--- src/rtl/hazard_scoreboard.sv ---
// Hazard/forwarding controller: tracks in-flight GPR writes in a shift scoreboard,
// resolves each ID read port to stall or a forward source, and stalls HI/LO users while MD is busy.
module hazard_scoreboard #(
    parameter int NUM_RD = 2,
    parameter int DEPTH  = 3,
    parameter int TW     = 3,
    parameter int MDW    = 4
) (
    input  logic                 clk,
    input  logic                 reset,
    input  logic                 id_valid,
    input  logic [NUM_RD*5-1:0]  id_raddr,
    input  logic [NUM_RD*TW-1:0] id_tuse,
    input  logic                 id_wen,
    input  logic [4:0]           id_waddr,
    input  logic [TW-1:0]        id_tnew,
    input  logic                 id_is_md,
    input  logic [MDW-1:0]       id_md_cyc,
    output logic                 stall,
    output logic [NUM_RD*3-1:0]  fwd_sel,
    output logic                 md_busy
);

    logic          ent_valid [DEPTH];
    logic [4:0]    ent_waddr [DEPTH];
    logic [TW-1:0] ent_tnew  [DEPTH];
    logic [MDW-1:0] md_cnt;

    logic          md_nz;
    logic          stall_raw;
    logic          accept;
    logic [NUM_RD-1:0] hit;
    logic [NUM_RD-1:0] late;
    logic [2:0]    hit_sel  [NUM_RD];
    logic [TW-1:0] hit_tnew [NUM_RD];

    assign md_nz = (md_cnt != '0);

    // Scan oldest to youngest so the youngest matching writer overrides older ones.
    always_comb begin
        for (int r = 0; r < NUM_RD; r++) begin
            hit[r]      = 1'b0;
            late[r]     = 1'b0;
            hit_sel[r]  = '0;
            hit_tnew[r] = '0;
            for (int i = DEPTH - 1; i >= 0; i--) begin
                if (ent_valid[i] && (ent_waddr[i] == id_raddr[5*r +: 5]) &&
                    (id_raddr[5*r +: 5] != 5'd0)) begin
                    hit[r]      = 1'b1;
                    hit_sel[r]  = 3'(i + 1);
                    hit_tnew[r] = ent_tnew[i];
                end
            end
            late[r] = hit[r] && (hit_tnew[r] > id_tuse[TW*r +: TW]);
        end
    end

    assign stall_raw = id_valid & ((|late) | (id_is_md & md_nz));
    assign accept    = id_valid & ~stall_raw;

    assign stall   = reset & stall_raw;
    assign md_busy = reset & md_nz;

    always_comb begin
        fwd_sel = '0;
        for (int r = 0; r < NUM_RD; r++) begin
            if (reset && !stall_raw && hit[r] && (hit_tnew[r] == '0)) begin
                fwd_sel[3*r +: 3] = hit_sel[r];
            end
        end
    end

    // Entries advance every cycle; a stalled ID slot enters as a bubble.
    always_ff @(posedge clk) begin
        if (!reset) begin
            for (int i = 0; i < DEPTH; i++) begin
                ent_valid[i] <= 1'b0;
                ent_waddr[i] <= '0;
                ent_tnew[i]  <= '0;
            end
            md_cnt <= '0;
        end else begin
            for (int i = 1; i < DEPTH; i++) begin
                ent_valid[i] <= ent_valid[i-1];
                ent_waddr[i] <= ent_waddr[i-1];
                ent_tnew[i]  <= (ent_tnew[i-1] != '0) ? ent_tnew[i-1] - TW'(1) : '0;
            end
            if (accept && id_wen && (id_waddr != 5'd0)) begin
                ent_valid[0] <= 1'b1;
                ent_waddr[0] <= id_waddr;
                ent_tnew[0]  <= id_tnew;
            end else begin
                ent_valid[0] <= 1'b0;
                ent_waddr[0] <= '0;
                ent_tnew[0]  <= '0;
            end
            if (accept && (id_md_cyc != '0)) begin
                md_cnt <= id_md_cyc;
            end else if (md_nz) begin
                md_cnt <= md_cnt - MDW'(1);
            end
        end
    end

endmodule
--- config.mk ---
export PLATFORM = sky130hd
export DESIGN_NAME = hazard_scoreboard
export DESIGN_NICKNAME = d
export VERILOG_FILES = /design/src/rtl/hazard_scoreboard.sv
export SDC_FILE = /design/constraint.sdc
export NUM_CORES = 1
export LEC_CHECK = 0
export BUFFER_PORTS_ARGS = -buffer_cell sky130_fd_sc_hd__buf_2
export CAP_MARGIN = 20
export CORE_ASPECT_RATIO = 1.2
export CORE_MARGIN = 8
export CORE_UTILIZATION = 25
export CTS_CLUSTER_SIZE = 24
export DETAILED_ROUTE_END_ITERATION = 10
export PLACE_DENSITY = 0.43
export SYNTH_ARGS = -nofsm -noshare
export SYNTH_HDL_FRONTEND = slang
export SYNTH_SLANG_ARGS = --single-unit
--- constraint.sdc ---
create_clock -name clk -period 10.75 [get_ports clk]
set_input_delay 2.6875 -clock clk [delete_from_list [all_inputs] [get_ports clk]]
set_output_delay 2.6875 -clock clk [all_outputs]
set_load 0.01 [all_outputs]
==> qor.log <==
qor: clocking.clk_latency 0.28 ns
qor: cells_and_area.drive_above_1_share 21.6%
qor: yosys.synth-seq-cells 31
qor: clocking.cts_sinks 31
qor: sta.timing.final.crit_share 79.4%
qor: place.detailed_place_hpwl 4790 µm
qor: yosys.netlist_area 0.00227 mm²
qor: sta.fmaxAchievable 117 MHz
qor: drt.drt-pass1-iter-count 4
qor: worst_setup_path.worstPathArrival 5.85 ns
qor: yosys.combinational_family_with_the_most_area_after_synthesis simple AND/OR/NAND/NOR gates
qor: global_routing.antenna_found_initial 0
qor: cells_and_area.num-nets-final 339
qor: yosys.synthDominantAreaCellType sky130_fd_sc_hd__edfxtp_1
qor: yosys.synthSimpleGateAreaFrac 26.8%
qor: power_and_ir_drop.power.density_cell_area 123 mW/mm²
qor: drt.route.detailed.vias_per_inst 4.37
qor: sta.whs 0.610 ns
qor: drt.detail_route.wl_per_cell 13.9 µm
qor: place.portBuffers 38
qor: cells_and_area.layout_common_cells sky130_fd_sc_hd__buf_2, sky130_fd_sc_hd__conb_1, sky130_fd_sc_hd__xnor2_1
qor: drt.antenna_violating_nets_post_route 0
qor: worst_setup_path.critPathRequiredTime 8.06 ns
qor: cells_and_area.synthToLayoutAreaGrowth 23.1%
qor: yosys.synth-main-ff-cell sky130_fd_sc_hd__edfxtp_1
qor: yosys.netlist.area_leader.share 35.6%
qor: worst_setup_path.startpoint_type input pin
qor: worst_setup_path.criticalPathCategory input pin to output pin
qor: cells_and_area.layout.cells.most_common sky130_fd_sc_hd__buf_2
qor: worst_hold_path.hold_path_class flop to flop
qor: floorplanning.floorplan.rows 38
qor: clocking.postCtsHoldBufs 0
qor: yosys.yosys.cell_types.count 54
qor: sta.finClkSkew 0.0103 ns
qor: worst_setup_path.timing.critical_path.fanout_max 7
qor: clocking.clk_root_buffer_cell sky130_fd_sc_hd__clkbuf_8
qor: worst_setup_path.endpoint_kind output pin
qor: yosys.compound_gate_portion_of_the_synthesized_area 11.2%
qor: yosys.synth-adder-area-share 6.05%
qor: global_routing.grt_remaining_overflow 0
qor: yosys.synth_xor_area_share 11.6%
qor: global_routing.grt.total_usage 10.1%
qor: floorplanning.pin_count 41
qor: yosys.avgSynthCellArea 10.0 µm²
qor: yosys.yosys-mux-area-fraction 0.880%
qor: sta.report.final.slew_viol_count 0
qor: drt.route.vias.total 1,816
qor: sta.final_hold_viol_count 0
qor: yosys.synth_enable_flop_cells 27
qor: sta.setup_repair_after_global_routing_missed_its_margin no
qor: clocking.cts_buffer_depth 2
qor: sta.worst-slew-pin-transition 0.773 ns
qor: clocking.clkTransAtPathRegs 0.07 ns
qor: floorplanning.initial_utilization 25.4%
qor: yosys.synth_warnings 0
qor: power_and_ir_drop.post_layout_power 346 µW
qor: yosys.synth.top_cells.by_area sky130_fd_sc_hd__edfxtp_1, sky130_fd_sc_hd__xnor2_1, sky130_fd_sc_hd__ha_1
qor: global_routing.grt_pass1_wl 9670 µm
qor: floorplanning.die_h 120 µm
qor: cells_and_area.filler_cell_count 987
qor: sta.postLayoutSetupSlackWorst 2.21 ns
qor: global_routing.grt_start_max_net_pins 18
qor: job.timing.max_cap.violations 0
qor: sta.finalSetupViolations 0
qor: floorplanning.dieArea 0.0124 mm²
qor: yosys.seq_area_frac_synth 39.2%
qor: global_routing.number_of_global_route_vias_before_repair 1,960
qor: status.status completed
qor: clocking.clock_buffers_created_by_tritoncts 5
qor: cells_and_area.final_core_util 31.3%
qor: sta.period_minus_slack 8.54 ns
qor: clocking.clock_tree_from_tritoncts built
qor: yosys.syn-instance-count 227
qor: drt.wirelength 5780 µm
qor: sta.slew_headroom 48.1%
qor: clocking.setup_repair_bufs_after_cts 0
qor: cells_and_area.insertedDiodeCount 0
qor: floorplanning.chipWidth 103 µm
qor: clocking.cts_max_level 2
qor: place.detailedPlace.worstSlack 2.18 ns
qor: clocking.post_cts.resized_instances 0
qor: power_and_ir_drop.ir_worst_vdd 43.0 µV
qor: power_and_ir_drop.leakagePower 1.12 nW
qor: floorplanning.core_region_area 0.00894 mm²
qor: yosys.synthArstFlopShare 0%
qor: drt.drc 0
qor: sta.final.setup.tns 0 ns
qor: drt.drt_first_iter_violations 47
qor: place.routabilityCongestion 0.829
==> area by class of cell <==
class	count	area, µm²	area share, %
multi-input cells	201	1390	49.8
flip-flops and latches	31	891	31.8
repair buffers	38	190	6.79
well taps	120	150	5.36
clock buffers	5	68.8	2.46
inverters	18	67.6	2.41
clock inverters	3	38.8	1.39
==> registers in the layout (all words and copies together), names as in the netlist <==
name	cells
ent_tnew	9
ent_valid	3
ent_waddr	15
md_cnt	4
==> critical path: stages <==
cell	delay (ns)
sky130_fd_sc_hd__buf_2	0.14
sky130_fd_sc_hd__xnor2_1	0.16
sky130_fd_sc_hd__nand4_1	0.15
sky130_fd_sc_hd__nor4_2	0.61
sky130_fd_sc_hd__nand3_1	0.15
sky130_fd_sc_hd__a31oi_1	0.28
sky130_fd_sc_hd__ha_1	0.29
sky130_fd_sc_hd__nor2b_1	0.13
sky130_fd_sc_hd__o21ai_0	0.15
sky130_fd_sc_hd__a32oi_1	0.11
sky130_fd_sc_hd__o31ai_4	0.10
sky130_fd_sc_hd__nand3_4	0.18
sky130_fd_sc_hd__a2111oi_2	0.40
sky130_fd_sc_hd__and3_1	0.19
sky130_fd_sc_hd__buf_2	0.13
==> cells by family after synthesis <==
logic type	Yosys count
buffers and inverters	22
adder cells (fa/ha/maj)	11
AO/OA/AOI/OAI	33
other	2
flip-flops	31
XOR/XNOR	30
multiplexers	2
AND/OR/NAND/NOR	96
==> path summary, 6_finish.rpt <==
kind / end / slack [ns] / from / cells after the start
worst min register to register: md_cnt[1] / 0.61 / md_cnt[1] / 2
worst max register to register: ent_tnew[0][0] / 7.29 / ent_waddr[0][13] / 13
worst min-delay path: md_cnt[1] / 0.61 / md_cnt[1] / 2
worst max-delay path: fwd_sel[4] / 2.21 / id_raddr[3] / 15
==> routing by layer <==
layer | wire [µm] | part of all wire, % | up-vias | track usage, %
met5 | 0 | 0 | - | 0
met4 | 76 | 1.3 | 0 | 3.90
met3 | 229 | 4.0 | 4 | 2.42
met2 | 3050 | 53 | 29 | 18.1
met1 | 2430 | 42 | 858 | 11.1
li1 | - | - | 925 | -
==> per-stage QoR <==
stage	area (µm²)	instances
floorplan	2380	254
global placement	2690	408
detailed placement	2690	408
CTS	2800	416
global route	2800	416
finish	2800	416
==> synthesized netlist by cell type, drive strengths merged (5+ instances only) <==
| cell type | count |
|---|---|
| and2 | 21 |
| a21oi | 5 |
| or3 | 5 |
| xnor2 | 28 |
| nor3 | 11 |
| ha | 11 |
| inv | 17 |
| nor2 | 16 |
| nand2 | 10 |
| o21ai | 9 |
| nand3 | 8 |
| edfxtp | 27 |
| nand4 | 6 |
==> power by group <==
group | switching [mW] | internal, mW
Sequential | 0.00903 | 0.142
Combinational | 0.0454 | 0.0340
Clock | 0.0471 | 0.0679
Note: power is estimated with default switching activity, not from simulation.
